**config.mk**
```make
export PLATFORM = sky130hd
export DESIGN_NAME = vga_timing_gen
export DESIGN_NICKNAME = d
export VERILOG_FILES = /design/src/rtl/vga_timing_pkg.sv /design/src/rtl/vga_delay_line.sv /design/src/rtl/vga_timing_gen.sv
export SDC_FILE = /design/constraint.sdc
export NUM_CORES = 1
export LEC_CHECK = 0
export ABC_CLOCK_PERIOD_IN_PS = 2450
export CAP_MARGIN = 40
export CORE_MARGIN = 2
export CORE_UTILIZATION = 40
export DETAILED_ROUTE_END_ITERATION = 12
export PLACE_DENSITY = 0.63
export SLEW_MARGIN = 30
export SYNTH_ARGS = -nofsm -noshare
export SYNTH_HDL_FRONTEND = slang
export SYNTH_HIERARCHICAL = 1
export SYNTH_SLANG_ARGS = --single-unit
export TNS_END_PERCENT = 100
```
**constraint.sdc**
```tcl
create_clock -name vga_clk -period 2.45 [get_ports vga_clk]
set_input_delay 0.3675 -clock vga_clk [delete_from_list [all_inputs] [get_ports vga_clk]]
set_output_delay 0.3675 -clock vga_clk [all_outputs]
set_load 0.005 [all_outputs]
```
**src/rtl/vga_timing_pkg.sv**
```systemverilog
// Default 640x480@60 timing constants and the coordinate type shared by the
// raster generator and its consumers.
package vga_timing_pkg;

  typedef logic [9:0] coord_t;

  localparam int DEF_H_VISIBLE = 640;
  localparam int DEF_H_FRONT   = 16;
  localparam int DEF_H_SYNC    = 96;
  localparam int DEF_H_BACK    = 48;
  localparam int DEF_V_VISIBLE = 480;
  localparam int DEF_V_FRONT   = 10;
  localparam int DEF_V_SYNC    = 2;
  localparam int DEF_V_BACK    = 33;

  localparam int H_TOTAL  = DEF_H_VISIBLE + DEF_H_FRONT + DEF_H_SYNC + DEF_H_BACK;
  localparam int V_TOTAL  = DEF_V_VISIBLE + DEF_V_FRONT + DEF_V_SYNC + DEF_V_BACK;
  // Sync windows are inclusive: [START, END]
  localparam int HS_START = DEF_H_VISIBLE + DEF_H_FRONT;
  localparam int HS_END   = HS_START + DEF_H_SYNC - 1;
  localparam int VS_START = DEF_V_VISIBLE + DEF_V_FRONT;
  localparam int VS_END   = VS_START + DEF_V_SYNC - 1;

endpackage

```
**src/rtl/vga_delay_line.sv**
```systemverilog
// Fixed-depth shift register used to align blank and sync with the sprite
// mapper pipeline; DEPTH=0 degenerates to a pass-through.
module vga_delay_line #(
  parameter int                WIDTH     = 1,
  parameter int                DEPTH     = 1,
  parameter logic [WIDTH-1:0]  RESET_VAL = '0
) (
  input  logic             vga_clk,
  input  logic             reset_n,
  input  logic [WIDTH-1:0] d,
  output logic [WIDTH-1:0] q
);

  generate
    if (DEPTH == 0) begin : g_wire
      // Gate with reset so the output still shows the inactive value in reset.
      assign q = reset_n ? d : RESET_VAL;
    end else begin : g_pipe
      logic [DEPTH-1:0][WIDTH-1:0] pipe_q, pipe_d;

      always_comb begin
        pipe_d    = pipe_q;
        pipe_d[0] = d;
        for (int i = 1; i < DEPTH; i++) pipe_d[i] = pipe_q[i-1];
      end

      always_ff @(posedge vga_clk or negedge reset_n) begin
        if (!reset_n) pipe_q <= {DEPTH{RESET_VAL}};
        else          pipe_q <= pipe_d;
      end

      assign q = pipe_q[DEPTH-1];
    end
  endgenerate

endmodule

```
**src/rtl/vga_timing_gen.sv**
```systemverilog
// 640x480 raster counter with delay-matched blank/sync, line/frame strobes and
// a free-running frame counter for sprite animation.
module vga_timing_gen
  import vga_timing_pkg::*;
#(
  parameter int H_VISIBLE   = DEF_H_VISIBLE,
  parameter int H_FRONT     = DEF_H_FRONT,
  parameter int H_SYNC      = DEF_H_SYNC,
  parameter int H_BACK      = DEF_H_BACK,
  parameter int V_VISIBLE   = DEF_V_VISIBLE,
  parameter int V_FRONT     = DEF_V_FRONT,
  parameter int V_SYNC      = DEF_V_SYNC,
  parameter int V_BACK      = DEF_V_BACK,
  parameter int BLANK_DELAY = 1,
  parameter int SYNC_DELAY  = 2
) (
  input  logic       vga_clk,
  input  logic       reset_n,
  output logic [9:0] DrawX,
  output logic [9:0] DrawY,
  output logic       blank,
  output logic       hs,
  output logic       vs,
  output logic       line_start,
  output logic       frame_start,
  output logic [7:0] frame_cnt
);

  localparam coord_t X_LAST = coord_t'(H_VISIBLE + H_FRONT + H_SYNC + H_BACK - 1);
  localparam coord_t Y_LAST = coord_t'(V_VISIBLE + V_FRONT + V_SYNC + V_BACK - 1);
  localparam coord_t X_VIS  = coord_t'(H_VISIBLE);
  localparam coord_t Y_VIS  = coord_t'(V_VISIBLE);
  localparam coord_t HS_LO  = coord_t'(H_VISIBLE + H_FRONT);
  localparam coord_t HS_HI  = coord_t'(H_VISIBLE + H_FRONT + H_SYNC - 1);
  localparam coord_t VS_LO  = coord_t'(V_VISIBLE + V_FRONT);
  localparam coord_t VS_HI  = coord_t'(V_VISIBLE + V_FRONT + V_SYNC - 1);

  coord_t     x_q, x_d, y_q, y_d;
  logic [7:0] frame_cnt_q, frame_cnt_d;
  logic       vis, hs_raw, vs_raw;

  always_comb begin
    x_d         = x_q + 10'd1;
    y_d         = y_q;
    frame_cnt_d = frame_cnt_q;
    if (x_q == X_LAST) begin
      x_d = '0;
      if (y_q == Y_LAST) begin
        y_d         = '0;
        frame_cnt_d = frame_cnt_q + 8'd1;
      end else begin
        y_d = y_q + 10'd1;
      end
    end
  end

  always_ff @(posedge vga_clk or negedge reset_n) begin
    if (!reset_n) begin
      x_q         <= '0;
      y_q         <= '0;
      frame_cnt_q <= '0;
    end else begin
      x_q         <= x_d;
      y_q         <= y_d;
      frame_cnt_q <= frame_cnt_d;
    end
  end

  always_comb begin
    vis    = (x_q < X_VIS) && (y_q < Y_VIS);
    hs_raw = !((x_q >= HS_LO) && (x_q <= HS_HI));
    vs_raw = !((y_q >= VS_LO) && (y_q <= VS_HI));
  end

  vga_delay_line #(.WIDTH(1), .DEPTH(BLANK_DELAY), .RESET_VAL(1'b0)) u_blank_dly (
    .vga_clk (vga_clk),
    .reset_n (reset_n),
    .d       (vis),
    .q       (blank)
  );

  vga_delay_line #(.WIDTH(2), .DEPTH(SYNC_DELAY), .RESET_VAL(2'b11)) u_sync_dly (
    .vga_clk (vga_clk),
    .reset_n (reset_n),
    .d       ({hs_raw, vs_raw}),
    .q       ({hs, vs})
  );

  // Counters sit at (0,0) during reset; the reset_n term keeps the strobes low
  // there while letting them fire in the first cycle after release.
  assign line_start  = reset_n && (x_q == '0);
  assign frame_start = line_start && (y_q == '0);
  assign DrawX       = x_q;
  assign DrawY       = y_q;
  assign frame_cnt   = frame_cnt_q;

endmodule

```
* Word level (Yosys, flattened, before mapping)
Index checks and enable logic that the tools add are counted.
** Cells by class
- Add/sub/neg operators :: 3
- Order comparisons :: 6
- Eq/ne operators :: 2
- Mux-type cells :: 2
- Reductions and logical operators :: 10
** Operators with widths (count)
- $add 10x1->10 const B :: 2
- $eq 10x10->1 const B :: 2
- $logic_not 10->1 :: 2
- $mux 10 :: 2
- $ge 10x10->1 const B :: 1
- $ge 10x9->1 const B :: 1
- $le 10x10->1 const B :: 1
- $le 10x9->1 const B :: 1
- $lt 10x10->1 const B :: 1
- $lt 10x9->1 const B :: 1
- $add 8x1->8 const B :: 1
- $logic_and 1x1->1 :: 5
- $logic_not 1->1 :: 2
- $reduce_and 2->1 :: 1
** Word-level totals
- Flip-flop bits (word level) :: 33
- Bits of input ports :: 2
- Output and inout bits :: 33
- Word-level logic and storage cells :: 29

* Longest topological paths before layout
- Word-level depth :: 3
- Depth in mapped cells :: 6
- Depth with buffers taken out :: 6

* Hierarchy
Netlist, hierarchy kept.
** Modules (own cells, without submodules)
- vga_timing_gen :: instances 1, cells an instance 141, area each 1495.2 um^2, seq. area each 700.7 um^2
- vga_delay_line (u_sync_dly) :: instances 1, cells an instance 4, area each 105.1 um^2, seq. area each 105.1 um^2
- vga_delay_line (u_blank_dly) :: instances 1, cells an instance 1, area each 25.0 um^2, seq. area each 25.0 um^2

* Worst setup path before layout
Ideal clock, no wire load.
- Kind :: reg2reg
- Start :: register x_q[0], in the netlist DrawX[0]
- End :: register frame_cnt_q[1], in the netlist frame_cnt[1]
- Setup time :: 0.125 ns
- Arrival time :: 1.811 ns
- Data required time :: 2.325 ns
- Setup slack :: 0.515 ns
- Cell stages (with the launch flop) :: 7
- Path buffers :: 1
- Period minus slack after synthesis :: 1.935 ns
- Path through :: dfrtp_1 -> ha_1 -> nand3_2 -> or3_1 -> buf_6 -> nor2_4 -> mux2_2
** Between the ends
- Longest elaborated chain between the ends :: 2
** Ends and longest elaborated chain
- from (decl) :: line vga_timing_gen.sv:38 : coord_t x_q, x_d, y_q, y_d;
- from (signal assigned) :: line vga_timing_gen.sv:59 : x_q <= '0;
- from (signal assigned) :: line vga_timing_gen.sv:63 : x_q <= x_d;
- $eq 10x10->1 :: line vga_timing_gen.sv:46 : if (x_q == X_LAST) begin
- $reduce_and 2->1 (no line)
- to (signal assigned) :: line vga_timing_gen.sv:65 : frame_cnt_q <= frame_cnt_d;
- to (decl) :: line vga_timing_gen.sv:39 : logic [7:0] frame_cnt_q, frame_cnt_d;
No other way between the ends.
A chain may end at the register's enable or synchronous reset.

* Worst setup path after layout
- Start :: input reset_n
- End :: output line_start
** Between the ends
- Longest elaborated chain between the ends :: 1
** Ends and longest elaborated chain
- from (decl) :: line vga_timing_gen.sv:18 : input logic reset_n,
- $logic_and 1x1->1 :: line vga_timing_gen.sv:91 : assign line_start = reset_n && (x_q == '0);
- to (decl) :: line vga_timing_gen.sv:24 : output logic line_start,
No other way between the ends.

==> out/metrics.csv <==
metric,value,unit
DRC Markers,0,
wire length per cell,14.01,µm
synthesized area,1625,µm²
CP most frequent cell,clkdlybuf4s50_1,
fin. max-slew vios,0,
synthesis-to-layout area growth,33.72,%
Detailed Route Iter0 Violations,42,
"Largest stage delay, worst path",0.50,ns
predominant post-synthesis flop cell,dfrtp_1,
total detailed-routing wirelength,3376,µm
setup TNS,0,ns
CP cell instances,clkdlybuf4s50_1 -> nor4b_2 -> and4b_1 -> buf_4 -> clkdlybuf4s50_1,
Synth Area in Compound Gates,4.003,%
antenna fix cells,0,
"Async S/R FF share, synth",100.0,%
Syn Nets,153,
first-pass GRT wire length,5678,µm
HPWL Detailed,2469,µm
startpoint types,input pin,
hold buffers post-CTS,0,
Setup-failing EPs final,0,
"Hold Vio Cnt, Final",0,
cts bufs inserted,5,
Max-slew headroom,53.40,%
CTS sink cnt,33,
CP max-delay cell,clkdlybuf4s50_1,
Synth Area in Simple Gates,27.25,%
Crit Path Category,input pin to output port,
Clock Skews,0.003200,ns
Hold Path Depth,0,
Die H,67.75,µm
CTS HTree Levels,2,
worst reg2reg path depth,5,
status,"complete, no violations",
area of the multi-input gates,763.2,µm²
clock power share,48.2,%
PortBufs,34,
Leak,0.9718,nW
Critical Path End Type,output port,
# nets final,197,
vias post-DR,1253,
Sw Share,18.44,%
Clock Path Buffers,2,
period utilisation layout,93.51,%
Via density,5.199,
Non-Filler Instances,241,
"critical path fanouts, max",2,
Post-synth EDFFs,0,
"Arr. time, crit path",1.92,ns
"Remaining Overflow, GRT",0,
Routed Antenna Nets,0,
Post-Synthesis Cells,146,
FF/Latch Area,832.0,µm²
vias in the first global route,1174,
initial antenna violation count,0,
"Avg Cell Area, Syn",11.13,µm²
dpl cells,233,
Synth Register Bits,33,
full die area,4589,µm²
initial core utilization,41.23,%
Synth cell types,34,
"Power, Total",0.001078,W
Power Internal,0.0008793,W
largest family of logic cells by synthesized area,simple AND/OR/NAND/NOR gates,
combinational power share,1.2,%
P per Cell Area,496.0,nW/µm²
post-CTS setup buffers,0,
Yosys warnings,6,
post-synthesis mux area share,0.6928,%
share of layout cells above drive strength 1,12.57,%
Rows,23,
die width,67.75,µm
worst ir drop on vdd,0.0003615,V
adder-cell share of the synthesized area,3.849,%
Worst Hold Class,register to register,
clk slew on worst S/H paths,0.07,ns
Net Sw Power,0.0001987,W
fillers,338,
minimum clock period,2.291,ns
Initial DRT Pass Iterations,4,
Synth Area in XOR/XNOR,10.78,%
# IOs,35,
GRT Resource Usage Total,16.87,%
CTS tree,yes,
CTS Root Buffer Type,clkbuf_8,
Worst-Margin Slew,0.6926,ns
largest net degree at the start of global routing,34,
RSZ-0062 raised after global routing,false,
Max Fclk,436.5,MHz
core box area,3943,µm²
Clock Latency Late Sink,0.28,ns
"Seq/Total Area, Yosys",51.12,%
sequential share of power,50.6,%
"Req. time, crit path",2.08,ns
max_cap viols,0,
routability cong.,0.7579,
fin util,55.13,%
-- flip-flops by register name, indices dropped and copies added (netlist names) --
register / flops
DrawX: 10
DrawY: 10
frame_cnt: 8
u_blank_dly/q: 1
u_sync_dly/g_pipe.pipe_d: 2
u_sync_dly/q: 2
-- through the flow --
step,area [µm²],hold slack (ns),setup slack [ns]
6_report,2173,0.3558,0.1589
5_1_grt,2173,0.3642,0.09376
4_1_cts,2170,0.3567,0.03915
3_5_place_dp,2047,0.3470,-0.002225
3_3_place_gp,2047,0.3459,-0.007152
2_1_floorplan,1625,0.07191,0.5146
-- power by group through the flow --
stage | Clock, W | Combinational [W] | Sequential, W
final | 0.000520 | 0.0000131 | 0.000545
after global routing | 0.000562 | 0.0000157 | 0.000545
after CTS | 0.000535 | 0.0000147 | 0.000545
after detailed placement | 0 | 0.0000146 | 0.000555
after global placement | 0 | 0.0000144 | 0.000555
after floorplan | 0 | 0.000000233 | 0.000555
-- worst max-delay path: cells and delay by family --
kind / cells / cell delay [ns]
buffers and inverters: 3 / 1.11
AND/OR/NAND/NOR: 2 / 0.45
-- cell usage in the layout (no fill, tap or decap), types with 2 or more instances in the layout --
| cell | synthesis | routed |
|---|---|---|
| or3_1 | 2 | 2 |
| buf_4 | 0 | 4 |
| o21ai_0 | 5 | 5 |
| and3_1 | 4 | 4 |
| clkdlybuf4s50_1 | 0 | 33 |
| nor4_4 | 2 | 2 |
| xor2_1 | 11 | 11 |
| inv_1 | 7 | 7 |
| dfrtp_1 | 29 | 28 |
| nor2_1 | 11 | 11 |
| ha_1 | 5 | 5 |
| nand2_1 | 6 | 6 |
| nand4_1 | 5 | 5 |
| or4_1 | 2 | 2 |
| dfstp_2 | 4 | 4 |
| and4_1 | 2 | 2 |
| o31ai_1 | 2 | 2 |
| nor3_1 | 5 | 5 |
| nand3_1 | 13 | 13 |
| xnor2_1 | 9 | 9 |
| nor2b_1 | 3 | 3 |
| nor4_1 | 5 | 5 |
| clkbuf_8 | 0 | 6 |
-- final cells by class --
type / instances / share of cell area, %
Clock buffer: 7 / 3.972
Clock inverter: 1 / 1.382
Inverter: 7 / 1.209
Multi-Input combinational cell: 105 / 35.12
Sequential cell: 33 / 38.28
Tap cell: 50 / 2.879
Timing Repair Buffer: 38 / 17.16
-- synthesized netlist by cell type, types with 2 or more instances --
cell type / instances / area, µm²
ha_1: 5 / 62.56
nor4_4: 2 / 42.54
dfstp_2: 4 / 105.1
and4_1: 2 / 17.52
nor3_1: 5 / 25.02
nor2_1: 11 / 41.29
or3_1: 2 / 12.51
nand2_1: 6 / 22.52
xor2_1: 11 / 96.34
nor2b_1: 3 / 18.77
inv_1: 7 / 26.28
nand4_1: 5 / 31.28
nor4_1: 5 / 31.28
o31ai_1: 2 / 15.01
and3_1: 4 / 25.02
o21ai_0: 5 / 25.02
or4_1: 2 / 15.01
dfrtp_1: 29 / 725.7
nand3_1: 13 / 65.06
xnor2_1: 9 / 78.83
-- what timing repair did --
item,in CTS,in global routing
pin swaps,1,1
resized for setup,1,2
endpoints found under the setup margin,1,1
-- metal layers --
layer	global-route usage, %	up-vias	wire length (µm)
met2	26.47	23	1613
met1	22.62	611	1583
met3	4.500	5	133
met4	5.357	0	46
li1	-	614	-
met5	0	-	0
-- worst paths after layout --
| path | start | to | slack (ns) |
|---|---|---|---|
| setup / recovery | reset_n | line_start | 0.16 |
| hold / removal | u_sync_dly/g_pipe.pipe_d[2] | u_sync_dly/q[0] | 0.36 |
| setup reg to reg | DrawX[0] | frame_cnt[1] | 0.24 |
| hold reg to reg | u_sync_dly/g_pipe.pipe_d[2] | u_sync_dly/q[0] | 0.36 |
| max in group asynchronous | reset_n | u_sync_dly/g_pipe.pipe_d[2] | 1.58 |
| min in group asynchronous | reset_n | frame_cnt[2] | 0.55 |
-- cell families (layout without fill, tap and decap cells) --
kind of cell	count (synthesis)	after routing
AOI/OAI and AO/OA	10	10
xor gates and xnor gates	20	20
DFF	33	33
and+or+nand+nor	69	69
muxes	1	1
buffers and inverters	8	53
adders and majority gates	5	5
Power figures use the tool's default switching activity.
